File: src/rtl/alu_ctrl_mc_if.sv
// Decode/stall handshake between the main-control stage and the ALU control
// block. The slave side is the ALU control; the master side is the pipeline.
interface alu_ctrl_mc_if #(
   parameter int OP_W        = 3,
   parameter int CTRL_W      = 4,
   parameter int STALL_CNT_W = 16
);
   logic                   valid_i;
   logic                   kill_i;
   logic [5:0]             funct_i;
   logic [OP_W-1:0]        ALUOp_i;
   logic [CTRL_W-1:0]      ALUCtrl_o;
   logic                   shamt_select_o;
   logic                   jump_select_o;
   logic                   busy_o;
   logic                   done_o;
   logic                   illegal_o;
   logic [STALL_CNT_W-1:0] stall_cnt_o;

   modport slave (
      input  valid_i, kill_i, funct_i, ALUOp_i,
      output ALUCtrl_o, shamt_select_o, jump_select_o,
             busy_o, done_o, illegal_o, stall_cnt_o
   );

   modport master (
      output valid_i, kill_i, funct_i, ALUOp_i,
      input  ALUCtrl_o, shamt_select_o, jump_select_o,
             busy_o, done_o, illegal_o, stall_cnt_o
   );
endinterface

File: src/rtl/alu_ctrl_mc.sv
// ALU control decoder with multi-cycle mul/div sequencing. Single-cycle ops
// decode combinationally; mul/div latch their funct and hold the pipeline for
// N-1 cycles, signalling done in the final cycle. A saturating counter tracks
// the number of stalled cycles.
module alu_ctrl_mc #(
   parameter int OP_W        = 3,
   parameter int CTRL_W      = 4,
   parameter int MUL_CYCLES  = 4,
   parameter int DIV_CYCLES  = 8,
   parameter int STALL_CNT_W = 16
) (
   input  logic clk_i,
   input  logic rst_i,
   alu_ctrl_mc_if.slave bus
);

   localparam logic [5:0] F_SLL  = 6'd3;
   localparam logic [5:0] F_SRAV = 6'd7;
   localparam logic [5:0] F_JR   = 6'd8;
   localparam logic [5:0] F_MUL  = 6'd24;
   localparam logic [5:0] F_DIV  = 6'd26;
   localparam logic [5:0] F_ADD  = 6'd32;
   localparam logic [5:0] F_SUB  = 6'd34;
   localparam logic [5:0] F_AND  = 6'd36;
   localparam logic [5:0] F_OR   = 6'd37;
   localparam logic [5:0] F_SLT  = 6'd42;

   // The counter is loaded with N-2: the accept cycle and the done cycle are
   // both part of the op, leaving N-2 intermediate EXEC cycles.
   localparam logic [7:0] MUL_LOAD = 8'(MUL_CYCLES - 2);
   localparam logic [7:0] DIV_LOAD = 8'(DIV_CYCLES - 2);

   typedef enum logic {S_IDLE, S_EXEC} state_t;

   typedef struct packed {
      logic [3:0] ctrl;
      logic       shamt;
      logic       jump;
      logic       illegal;
   } dec_t;

   state_t                 state_q;
   logic [7:0]             cnt_q;
   logic [5:0]             funct_q;
   logic [STALL_CNT_W-1:0] stall_cnt_q;
   logic [STALL_CNT_W-1:0] stall_cnt_d;

   logic accept;
   logic exec_active;
   logic busy;
   dec_t dec_in;
   dec_t dec_lat;
   dec_t dec;

   // Maps (ALUOp, funct) to the 4-bit ALU select and the operand/jump muxes.
   function automatic dec_t decode(input logic [OP_W-1:0] op, input logic [5:0] f);
      dec_t d;
      d.ctrl    = 4'b1111;
      d.shamt   = 1'b0;
      d.jump    = 1'b1;
      d.illegal = 1'b0;
      if (op == '0) begin
         case (f)
            F_SLL:   begin d.ctrl = 4'b1000; d.shamt = 1'b1; end
            F_SRAV:  d.ctrl = 4'b1001;
            F_JR:    begin d.ctrl = 4'b0010; d.jump = 1'b0; end
            F_MUL:   d.ctrl = 4'b0101;
            F_DIV:   d.ctrl = 4'b1101;
            F_ADD:   d.ctrl = 4'b0010;
            F_SUB:   d.ctrl = 4'b0110;
            F_AND:   d.ctrl = 4'b0000;
            F_OR:    d.ctrl = 4'b0001;
            F_SLT:   d.ctrl = 4'b0100;
            default: d.illegal = 1'b1;
         endcase
      end else begin
         case (op)
            OP_W'(1): d.ctrl = 4'b0111;
            OP_W'(2): d.ctrl = 4'b1010;
            OP_W'(3): d.ctrl = 4'b0010;
            OP_W'(4): d.ctrl = 4'b0011;
            OP_W'(5): d.ctrl = 4'b0001;
            OP_W'(6): d.ctrl = 4'b1011;
            OP_W'(7): d.ctrl = 4'b1100;
            default:  d.ctrl = 4'b1111;
         endcase
      end
      return d;
   endfunction

   // Increment that sticks at all-ones instead of wrapping.
   function automatic logic [STALL_CNT_W-1:0] sat_inc(input logic [STALL_CNT_W-1:0] v);
      if (&v) return v;
      else    return v + 1'b1;
   endfunction

   // Accept, stall and decode-source selection.
   always_comb begin
      accept      = (state_q == S_IDLE) && bus.valid_i && !bus.kill_i &&
                    (bus.ALUOp_i == '0) &&
                    ((bus.funct_i == F_MUL) || (bus.funct_i == F_DIV));
      exec_active = (state_q == S_EXEC) && !rst_i;
      busy        = !rst_i && (accept ||
                    ((state_q == S_EXEC) && (cnt_q != 8'd0) && !bus.kill_i));
      dec_in      = decode(bus.ALUOp_i, bus.funct_i);
      dec_lat     = decode('0, funct_q);
      dec         = exec_active ? dec_lat : dec_in;
   end

   // Next value of the saturating stall counter.
   always_comb begin
      stall_cnt_d = stall_cnt_q;
      if (busy) stall_cnt_d = sat_inc(stall_cnt_q);
   end

   // Stall counter register; cleared by reset.
   always_ff @(posedge clk_i) begin
      if (rst_i) stall_cnt_q <= '0;
      else       stall_cnt_q <= stall_cnt_d;
   end

   // IDLE/EXEC sequencer with the cycle down-counter and latched funct.
   always_ff @(posedge clk_i) begin
      if (rst_i) begin
         state_q <= S_IDLE;
         cnt_q   <= 8'd0;
         funct_q <= 6'd0;
      end else begin
         case (state_q)
            S_IDLE: begin
               if (accept) begin
                  funct_q <= bus.funct_i;
                  cnt_q   <= (bus.funct_i == F_MUL) ? MUL_LOAD : DIV_LOAD;
                  state_q <= S_EXEC;
               end
            end
            S_EXEC: begin
               if (bus.kill_i) begin
                  cnt_q   <= 8'd0;
                  state_q <= S_IDLE;
               end else if (cnt_q != 8'd0) begin
                  cnt_q <= cnt_q - 8'd1;
               end else begin
                  state_q <= S_IDLE;
               end
            end
            default: state_q <= S_IDLE;
         endcase
      end
   end

   assign bus.ALUCtrl_o      = CTRL_W'(dec.ctrl);
   assign bus.shamt_select_o = dec.shamt;
   assign bus.jump_select_o  = dec.jump;
   assign bus.busy_o         = busy;
   assign bus.done_o         = exec_active && (cnt_q == 8'd0) && !bus.kill_i;
   assign bus.illegal_o      = !rst_i && (state_q == S_IDLE) && bus.valid_i &&
                               dec_in.illegal;
   assign bus.stall_cnt_o    = stall_cnt_q;

endmodule

File: src/flat_wrapper.sv
// flat-port wrapper written by rule: the top's interface ports become plain ports
module alu_ctrl_mc_flat 
#(
   parameter int OP_W        = 3,
   parameter int CTRL_W      = 4,
   parameter int MUL_CYCLES  = 4,
   parameter int DIV_CYCLES  = 8,
   parameter int STALL_CNT_W = 16
)
  (clk_i, rst_i, bus_valid_i, bus_kill_i, bus_funct_i, bus_ALUOp_i, bus_ALUCtrl_o, bus_shamt_select_o, bus_jump_select_o, bus_busy_o, bus_done_o, bus_illegal_o, bus_stall_cnt_o);
  alu_ctrl_mc_if #(.OP_W(OP_W), .CTRL_W(CTRL_W), .STALL_CNT_W(STALL_CNT_W)) bus_i ();
  input  logic clk_i;
  input  logic rst_i;
  input wire logic [$bits(bus_i.valid_i)-1:0] bus_valid_i;
  input wire logic [$bits(bus_i.kill_i)-1:0] bus_kill_i;
  input wire logic [$bits(bus_i.funct_i)-1:0] bus_funct_i;
  input wire logic [$bits(bus_i.ALUOp_i)-1:0] bus_ALUOp_i;
  output wire logic [$bits(bus_i.ALUCtrl_o)-1:0] bus_ALUCtrl_o;
  output wire logic [$bits(bus_i.shamt_select_o)-1:0] bus_shamt_select_o;
  output wire logic [$bits(bus_i.jump_select_o)-1:0] bus_jump_select_o;
  output wire logic [$bits(bus_i.busy_o)-1:0] bus_busy_o;
  output wire logic [$bits(bus_i.done_o)-1:0] bus_done_o;
  output wire logic [$bits(bus_i.illegal_o)-1:0] bus_illegal_o;
  output wire logic [$bits(bus_i.stall_cnt_o)-1:0] bus_stall_cnt_o;
  assign bus_i.valid_i = bus_valid_i;
  assign bus_i.kill_i = bus_kill_i;
  assign bus_i.funct_i = bus_funct_i;
  assign bus_i.ALUOp_i = bus_ALUOp_i;
  assign bus_ALUCtrl_o = bus_i.ALUCtrl_o;
  assign bus_shamt_select_o = bus_i.shamt_select_o;
  assign bus_jump_select_o = bus_i.jump_select_o;
  assign bus_busy_o = bus_i.busy_o;
  assign bus_done_o = bus_i.done_o;
  assign bus_illegal_o = bus_i.illegal_o;
  assign bus_stall_cnt_o = bus_i.stall_cnt_o;
  alu_ctrl_mc #(.OP_W(OP_W), .CTRL_W(CTRL_W), .MUL_CYCLES(MUL_CYCLES), .DIV_CYCLES(DIV_CYCLES), .STALL_CNT_W(STALL_CNT_W)) u_core (.clk_i(clk_i), .rst_i(rst_i), .bus(bus_i));
endmodule
File: config.mk
export PLATFORM = sky130hd
export DESIGN_NAME = alu_ctrl_mc_flat
export DESIGN_NICKNAME = d
export VERILOG_FILES = /design/src/rtl/alu_ctrl_mc_if.sv /design/src/rtl/alu_ctrl_mc.sv /design/src/flat_wrapper.sv
export SDC_FILE = /design/constraint.sdc
export NUM_CORES = 1
export LEC_CHECK = 0
export BUFFER_PORTS_ARGS = -buffer_cell sky130_fd_sc_hd__buf_4
export CORE_MARGIN = 10
export CORE_UTILIZATION = 44
export CTS_CLUSTER_SIZE = 14
export DETAILED_ROUTE_END_ITERATION = 8
export PLACE_DENSITY = 0.73
export SYNTH_ARGS = -nofsm -noshare
export SYNTH_HDL_FRONTEND = slang
export SYNTH_SLANG_ARGS = --single-unit
File: constraint.sdc
create_clock -name clk_i -period 7.69 [get_ports clk_i]
set_input_delay 1.538 -clock clk_i [delete_from_list [all_inputs] [get_ports clk_i]]
set_output_delay 1.538 -clock clk_i [all_outputs]
set_load 0.02 [all_outputs]
### Word-level counts from Yosys, hierarchy flattened

Index checks and enable logic that the tools add are counted.

* register bits: 31
* input bits: 13
* output and inout bits: 25

* $add $sub $neg: 2
* equal/unequal tests: 29
* muxes and demuxes: 21
* bitwise logic cells: 2
* reduce and logical (&&, ||, !) cells: 28

Operators with widths (count)
* 4-bit case mux with 9 select lines: 2
* 6-bit equality test (second input constant): 10
* 4-bit case mux with 7 select lines: 1
* 6-bit by 5-bit equality test with 1-bit output (second input constant): 4
* 8-bit 2-to-1 mux: 3
* 10-bit OR reduction: 2
* 16-bit by 1-bit adder with 16-bit output (second input constant): 1
* 8-bit case mux with 2 select lines: 1
* 16-bit AND reduction: 1
* 1-bit logical AND: 13
* 3-bit equality test (second input constant): 4
* 6-bit by 2-bit equality test with 1-bit output (second input constant): 2
* 6-bit by 3-bit equality test with 1-bit output (second input constant): 2
* 6-bit by 4-bit equality test with 1-bit output (second input constant): 2
* 1-bit 2-to-1 mux: 9
* 8-bit zero test: 1
* 8-bit nonzero test: 1
* 8-bit by 1-bit subtractor with 8-bit output (second input constant): 1
* 7-bit 2-to-1 mux: 1
* 3-bit by 2-bit equality test with 1-bit output (second input constant): 2
* 3-bit 2-to-1 mux: 2
* 2-bit AND reduction: 3
* 4-bit 2-to-1 mux: 1
* 2-bit OR reduction: 2
* other kinds (8): 11

### Depth between registers and ports, before layout

Gate-level depths: netlist of the first run.

* depth in word-level cells: 8
* depth in mapped cells: 9
* mapped depth without buffers: 7

### Least setup slack after synthesis of the first run

OpenSTA, ideal clock, no wires.

* path type: input to output
* start: input port bus_funct_i[2]
* end: output port bus_busy_o
* arrival: 3447 ps
* setup slack: 2705 ps
* stages: 7
* cell sequence: buf_6 > or4b_1 > buf_2 > or4_4 > buf_6 > buf_6 > a21oi_1

* cells in the longest elaborated chain, start to end: 5

RTL lines
* from (decl): line flat_wrapper.sv:16 `input wire logic [$bits(bus_i.funct_i)-1:0] bus_funct_i;`
* 6-bit by 5-bit equality test with 1-bit output: line alu_ctrl_mc.sv:101 `((bus.funct_i == F_MUL) || (bus.funct_i == F_DIV));`
* 1-bit logical OR (*): line alu_ctrl_mc.sv:101
* 1-bit logical AND (*): line alu_ctrl_mc.sv:100 `(bus.ALUOp_i == '0) &&`
* 1-bit logical OR (*): line alu_ctrl_mc.sv:103 `busy = !rst_i && (accept ||`
* 1-bit logical AND (*): line alu_ctrl_mc.sv:103
* to (decl): line flat_wrapper.sv:21 `output wire logic [$bits(bus_i.busy_o)-1:0] bus_busy_o;`

Mark *: on every way between the ends. The rest lies on a longest branch, timed or not.

### Worst setup path in the final report of the first run

* start: input port bus_funct_i[5]
* end: output port bus_busy_o

The elaborated chain is that of the path after synthesis.

==> reports/metrics.csv, run 1 <==
metric;value;unit
outcome;finished, final reports clean;
fin area;0.00245;mm2
clock power share;0.400;
drc violations;0;
met2 GRT Util;0.199;
max-cap viol count;0;
Worst setup SP type;input port;
H-tree levels;2;
Initial Util;0.449;
register share of total power;0.506;
GR met3 Demand/Resource;0.0438;
Layout Utilization;0.523;
share of cells above drive strength 1;0.232;
first-pass GRT wire length;8540;um
Die Area;0.00796;mm2
FMAX;201;MHz
Synth top cells by count;nor2_1, dfxtp_1, a21oi_1, inv_1, nand2_1;
WP data required;6150;ps
Vias;1949;
# port buffers;37;
hold slack;487;ps
Clock Sinks;31;
Mapped Area;0.00211;mm2
Worst-Skew Late Latency;280;ps
row cnt;25;
drt via density;5.75;
post-place setup slack;2710;ps
P_sw;74.0;uW
antenna violations before repair;0;
Worst Path Max Fanout;18;
count of unique library cells instantiated by Yosys;52;
most common cell in the synthesized netlist;nor2_1;
final worst slack;2720;ps
met1 Use GR;0.163;
crit-path cells;buf_4, or4b_1, or4_4, a21oi_1, buf_4;
CP most frequent cell;buf_4;
internal power;244;uW
largest cells by area after synthesis;dfxtp_1, nor2_1, a2111oi_4;
max incr delay on CP;750;ps
CTS tree;built;
async set-reset flop share out of synthesis;0;
#FFs+latches synth;31;
sequential fraction of the synthesis area;0.294;
VDD IR max;0.000116;V
combinational power share;0.094;
Die Ht;89.2;um
Final Cycle Share;0.647;
warnings from Yosys;0;
leakage power;0.880;nW
Fillers;479;
total length of routed wires;4950;um
drt initial violations;139;
Worst Max-Slew Pin Slew;941;ps
Mapped Cells;256;
hold buffer count at CTS;0;
Setup crit end kind;primary output;
Ports;38;
footprint of the multi-input gates;0.00135;mm2
Mean Syn Cell Area;8.24;um2
worst-case clock buffer depth;2;
number of flops mapped to enable cells by yosys;0;
grt total ovfl;0;
leading area contributor after synthesis;dfxtp_1;
Routability Congestion;0.937;
max_slew headroom;0.368;
FF+latch area;621;um2
antenna cells;0;
number of global-route vias before repair;1901;
Finish-stage setup viols;0;
dpl cell area;0.00237;mm2
fin. max-slew vios;0;
Hold Path Class;flip-flop to flip-flop;
kind of critical path;input port to primary output;
Tmin final;4970;ps
Worst EP arrival;3440;ps
prevailing post-synth register cell;dfxtp_1;
number of CTS-inserted buffers;5;
syn nets;272;
total power;318;uW
Routed WL per cell;14.6;um
Syn-to-layout area delta;16.4;%
critical path's slowest cell;or4_4;
GRT Total Usage;0.132;
final cell count without fillers;339;
first-pass detailed-route iteration total;4;
fin nets;301;
share of the synthesized area in the top cell type;0.294;
Final Skew;7.05;ps
Clock transition at path regs;70;ps
setup bufs post-CTS;0;
RSZ-0062 raised after global routing;no;
PostCTS Resize Cnt;0;
sw frac;0.233;
core area;0.00469;mm2
Final Hold Violating Endpoints;0;
placed insts;332;
GRT busiest layer;met2;
Root Buffer;clkbuf_8;
Post-DP HPWL;3670;um
Die W;89.2;um
pin count of the biggest net entering global routing;31;
PD cells;129;mW/mm2
Final ANT Viol Nets;0;
Setup TNS Final;0;ps
## cells in the final DEF (no fill, tap or decap), types with 5 or more instances in the layout
| cell type | n |
|---|---|
| clkbuf_8 | 6 |
| xnor2_1 | 10 |
| inv_1 | 13 |
| a21oi_1 | 21 |
| nor2_1 | 38 |
| buf_4 | 37 |
| dfxtp_1 | 31 |
| nand2b_1 | 5 |
| nand3_1 | 10 |
| nor4b_1 | 6 |
| nand4_1 | 6 |
| and3_1 | 6 |
| o21ai_0 | 9 |
| a31oi_1 | 9 |
| nand2_1 | 11 |
## registers in the layout, summed over array words and instances (netlist names)
signal and count:
u_core.cnt_q 8, u_core.bus.stall_cnt_o 16, u_core.state_q 1, u_core.funct_q 6
## worst paths after layout
path / startpoint / endpoint / slack [ps] / cells past startpoint
hold / removal: u_core.cnt_q[6] / u_core.cnt_q[6] / 490 / 1
hold reg to reg: u_core.cnt_q[6] / u_core.cnt_q[6] / 490 / 1
setup reg to reg: u_core.bus.stall_cnt_o[6] / u_core.bus.stall_cnt_o[15] / 5360 / 5
setup / recovery: bus_funct_i[5] / bus_busy_o / 2720 / 5
## worst max-delay path, delay by kind of cell
family	cells	cell delay, ps
compound gates	1	200
simple gates	2	1400
buf+inv	2	290
## final cells by class
class,count,area share
sequential,31,0.253
clock inverter,1,0.00204
clock buffer,6,0.0336
tap,54,0.0275
timing repair buffer,37,0.113
multi-input combinational,197,0.551
inverter,13,0.0199
## power by group through the flow
stage | Combinational, mW | Clock [mW] | Sequential, mW
CTS | 0.0300 | 0.132 | 0.161
floorplan | 0.0175 | 0 | 0.164
finish | 0.0298 | 0.127 | 0.161
global route | 0.0332 | 0.138 | 0.161
global placement | 0.0298 | 0 | 0.164
detailed placement | 0.0300 | 0 | 0.164
## kinds of logic (layout without fill, tap and decap cells)
group | Yosys count | count (layout) | synth area share
AO/OA/AOI/OAI | 75 | 75 | 0.291
flip-flops | 31 | 31 | 0.294
XOR/XNOR | 10 | 10 | 0.0415
multiplexers | 4 | 4 | 0.0190
adder cells (fa/ha/maj) | 3 | 3 | 0.0178
buffers and inverters | 28 | 57 | 0.0641
AND/OR/NAND/NOR | 105 | 105 | 0.272
## metal layers
layer	share of wire	wire, um	vias up
li1	-	-	1003
met1	0.47	2350	892
met2	0.43	2130	45
met3	0.075	369	9
met4	0.021	104	0
met5	0	0	-
(Power assumes the default switching activity.)
==> run 2: changes to the inputs <==
PLACE_DENSITY = 0.76   (was 0.73)
clock period = 4.3 ns   (was 7.69 ns; I/O delays follow)
==> run 2 against run 1 <==
Setup slack worse by 2000 ps. Sequential power rose by 78%. Flip-flop and latch count is the same. Global-route usage hardly changed. Combinational power up 80%. Via count increased by 3.2%. Critical path type unchanged.
==> reports/metrics.csv, run 2 (same netlist as run 1, synthesis figures left out) <==
metric;value;unit
Clock Sinks;31;
Root Buffer;clkbuf_8;
first-pass GRT wire length;8470;um
kind of critical path;input port to primary output;
fin area;0.00248;mm2
Die Ht;89.2;um
drt via density;5.91;
Final ANT Viol Nets;0;
antenna cells;0;
RR Startpoint;u_core.bus.stall_cnt_o[6];
Final Skew;1.80;ps
total length of routed wires;5060;um
CTS tree;built;
crit-path cells;buf_4, or4b_1, or4_4, a21oi_1, buf_4;
VDD IR max;0.000286;V
Tmin final;3610;ps
Post-DP HPWL;3700;um
Die Area;0.00796;mm2
Worst Max-Slew Pin Slew;923;ps
H-tree levels;2;
Syn-to-layout area delta;17.9;%
CP most frequent cell;buf_4;
max reg flops;16;
setup bufs post-CTS;0;
Die W;89.2;um
top routing layer used;met4;
RSZ-0062 raised after global routing;no;
Crit path max-delay family;simple AND/OR/NAND/NOR gates;
PD cells;256;mW/mm2
max_slew headroom;0.380;
worst hold path startpoint;u_core.cnt_q[6];
Routability Congestion;0.869;
Worst EP arrival;2750;ps
Finish-stage setup viols;0;
Critical Path Start;bus_funct_i[5];
number of CTS-inserted buffers;5;
fin. max-slew vios;0;
grt total ovfl;0;
first-pass detailed-route iteration total;4;
Fillers;447;
FMAX;277;MHz
# port buffers;37;
pin count of the biggest net entering global routing;31;
core area;0.00469;mm2
drt initial violations;171;
Hold Path Class;flip-flop to flip-flop;
PostCTS Resize Cnt;0;
Final Hold Violating Endpoints;0;
Layout Utilization;0.530;
Worst setup SP type;input port;
WP buf/inv;2;
Worst-Skew Late Latency;290;ps
hold slack;493;ps
fin nets;301;
drc violations;0;
GRT Total Usage;0.132;
Clock transition at path regs;60;ps
commonest cells after routing, fill and taps aside;nor2_1, buf_4, dfxtp_1;
WP data required;3440;ps
outcome;finished, final reports clean;
share of cells above drive strength 1;0.234;
worst-case clock buffer depth;2;
Final Cycle Share;0.840;
hold buffer count at CTS;0;
most common cell after layout, fill and taps aside;nor2_1;
Vias;2011;
met3 WL post-DR;333;um
leakage power;0.894;nW
antenna violations before repair;0;
dpl cell area;0.00237;mm2
Worst Path Max Fanout;18;
max incr delay on CP;750;ps
max-cap viol count;0;
critical path's slowest cell;or4_4;
Setup TNS Final;0;ps
Initial Util;0.449;
Routed WL per cell;14.9;um
Met2 Wirelength;2260;um
Setup crit end kind;primary output;
number of global-route vias before repair;1842;
row cnt;25;
Ports;38;
wl on met1;2370;um
-- run 2: layout make-up --
class                   instances  area (um2)  area share
clock buffers                   6        82.6      0.0332
clock inverters                 2        35.0      0.0141
inverters                      13        48.8      0.0196
multi-input cells             197        1350       0.544
flip-flops and latches         31         621       0.250
well taps                      54        67.6      0.0272
repair buffers                 37         278       0.112
-- run 2: path summary, 6_finish.rpt --
path	end	slack [ps]	cells after the start
max	bus_busy_o	690	5
max reg2reg	u_core.bus.stall_cnt_o[15]	1960	5
min reg2reg	u_core.cnt_q[6]	490	1
min	u_core.cnt_q[6]	490	1
-- run 2: routing by layer --
metal | vias up | GRT usage
met5 | - | 0
met4 | 0 | 0.0809
met3 | 7 | 0.0365
met2 | 41 | 0.203
met1 | 958 | 0.160
li1 | 1005 | -
-- run 2: per-stage QoR --
stage | cells | setup slack (ps) | total power, mW
final | 340 | 687 | 0.637
after global routing | 340 | 629 | 0.663
after CTS | 340 | 690 | 0.648
after detailed placement | 332 | 691 | 0.347
after global placement | 332 | 712 | 0.347
after floorplan | 256 | 671 | 0.325
-- run 2: power breakdown --
group,internal [mW],switching (mW)
registers,0.287,0.0000920
clock network,0.187,0.109
logic,0.0231,0.0303
total,0.498,0.139
-- run 2: worst register-to-register path: stages (launching register included) --
cell      delay, ps
dfxtp_1         480
nand4_1         330
nor4_4          900
a211oi_2        210
a21o_2          260
a21oi_1         110
==> run 3: changes to the inputs <==
clock period = 3.15 ns   (was 4.3 ns; I/O delays follow)
==> run 3 against run 2 <==
Combinational power is 39% higher. Hold slack worse by 4.1 ps. Die area stayed put. Sequential share of layout area hardly changed. Total power is 22% higher. Cell count is 0.88% higher. Critical path type unchanged. Largest cell class unchanged.
==> reports/metrics.csv, run 3 (same netlist as run 1, synthesis figures left out) <==
metric;value;unit
Worst Path Max Fanout;7;
Reg2Reg Depth;6;
CTS tree;built;
drt initial violations;108;
GRT Total Usage;0.133;
kind of critical path;input port to primary output;
antenna violations before repair;0;
PostCTS Resize Cnt;0;
PD cells;312;mW/mm2
post-place setup slack;251;ps
Fillers;451;
row cnt;25;
max-cap viol count;0;
placed insts;336;
Routed WL per cell;14.8;um
Setup crit end kind;primary output;
RR Startpoint;u_core.state_q;
Post-DP HPWL;3810;um
P_sw;180;uW
Final Skew;5.95;ps
H-tree levels;2;
outcome;finished, final reports clean;
Critical Path Start;bus_funct_i[5];
Clock transition at path regs;60;ps
worst hold path startpoint;u_core.cnt_q[6];
Worst setup SP type;input port;
drc violations;0;
Worst Hold Depth;1;
Ports;38;
Die Area;0.00796;mm2
core area;0.00469;mm2
setup bufs post-CTS;0;
hold slack;489;ps
Hold Path End;u_core.cnt_q[6];
first-pass GRT wire length;8580;um
number of CTS-inserted buffers;5;
pin count of the biggest net entering global routing;31;
number of global-route vias before repair;1892;
total length of routed wires;5090;um
Worst EP arrival;2210;ps
RSZ-0062 raised after global routing;no;
Tmin final;2840;ps
fin. max-slew vios;0;
R2R Setup Slk;1070;ps
Routability Congestion;0.907;
internal power;595;uW
Final Hold Violating Endpoints;0;
drt via density;5.80;
Vias;1991;
Layout Utilization;0.530;
Die Ht;89.2;um
Final ANT Viol Nets;0;
final worst slack;308;ps
fin nets;305;
share of cells above drive strength 1;0.246;
most common cell after layout, fill and taps aside;buf_4;
Hold Path Class;flip-flop to flip-flop;
first-pass detailed-route iteration total;4;
Worst Max-Slew Pin Slew;555;ps
leakage power;0.899;nW
# port buffers;37;
worst-case clock buffer depth;2;
Setup TNS Final;0;ps
final cell count without fillers;343;
FMAX;352;MHz
Root Buffer;clkbuf_8;
Finish-stage setup viols;0;
clock power share;0.398;
Worst-Skew Late Latency;280;ps
max reg flops;16;
VDD IR max;0.000325;V
Final Cycle Share;0.902;
Initial Util;0.449;
Syn-to-layout area delta;18.0;%
reg2reg end;u_core.bus.stall_cnt_o[7];
grt total ovfl;0;
commonest cells after routing, fill and taps aside;buf_4, nor2_1, dfxtp_1;
WP data required;2520;ps
hold buffer count at CTS;0;
sw frac;0.233;
Die W;89.2;um
combinational power share;0.096;
Clock Sinks;31;
register share of total power;0.506;
antenna cells;0;
max_slew headroom;0.630;
## run 3: per-layer routing
metal / global-route usage / vias to the layer above / wire length (um)
met5: 0 / - / 0
met4: 0.0751 / 0 / 117
met3: 0.0474 / 9 / 456
met2: 0.197 / 62 / 2200
met1: 0.164 / 911 / 2320
li1: - / 1009 / -
## run 3: critical path: stages
cell,delay (ps)
buf_4,140
or4b_1,540
buf_4,170
o22ai_1,150
a21oi_1,70
o31ai_1,220
o21ai_0,110
buf_4,170
## run 3: layout make-up
class	count	area (um2)	share of cell area
sequential	31	621	0.249
timing repair buffer	41	308	0.124
tap	54	67.6	0.0271
multi-input combinational	197	1360	0.545
inverter	13	48.8	0.0196
clock buffer	6	82.6	0.0332
clock inverter	1	5.00	0.00201
## run 3: power by group through the flow
stage          clock network (mW)  registers, mW  logic [mW]
2_1_floorplan                   0          0.401      0.0428
3_3_place_gp                    0          0.401      0.0727
3_5_place_dp                    0          0.401      0.0742
4_1_cts                     0.320          0.392      0.0745
5_1_grt                     0.337          0.392      0.0810
6_report                    0.309          0.392      0.0746
## run 3: metrics by stage
stage | power, mW | area (um2)
after global placement | 0.474 | 2400
final | 0.776 | 2490
after CTS | 0.786 | 2490
after floorplan | 0.444 | 2110
after global routing | 0.810 | 2490
after detailed placement | 0.475 | 2400
## run 3: how the worst max path moves through the flow
stage                                endpoint  slack [ps]  cells past startpoint
floorplan                          bus_busy_o         100                      7
global placement    u_core.bus.stall_cnt_o[7]         270                      7
detailed placement  u_core.bus.stall_cnt_o[7]         250                      7
CTS                                bus_busy_o         300                      5
global route                 bus_ALUCtrl_o[1]         190                      8
finish                       bus_ALUCtrl_o[1]         310                      8
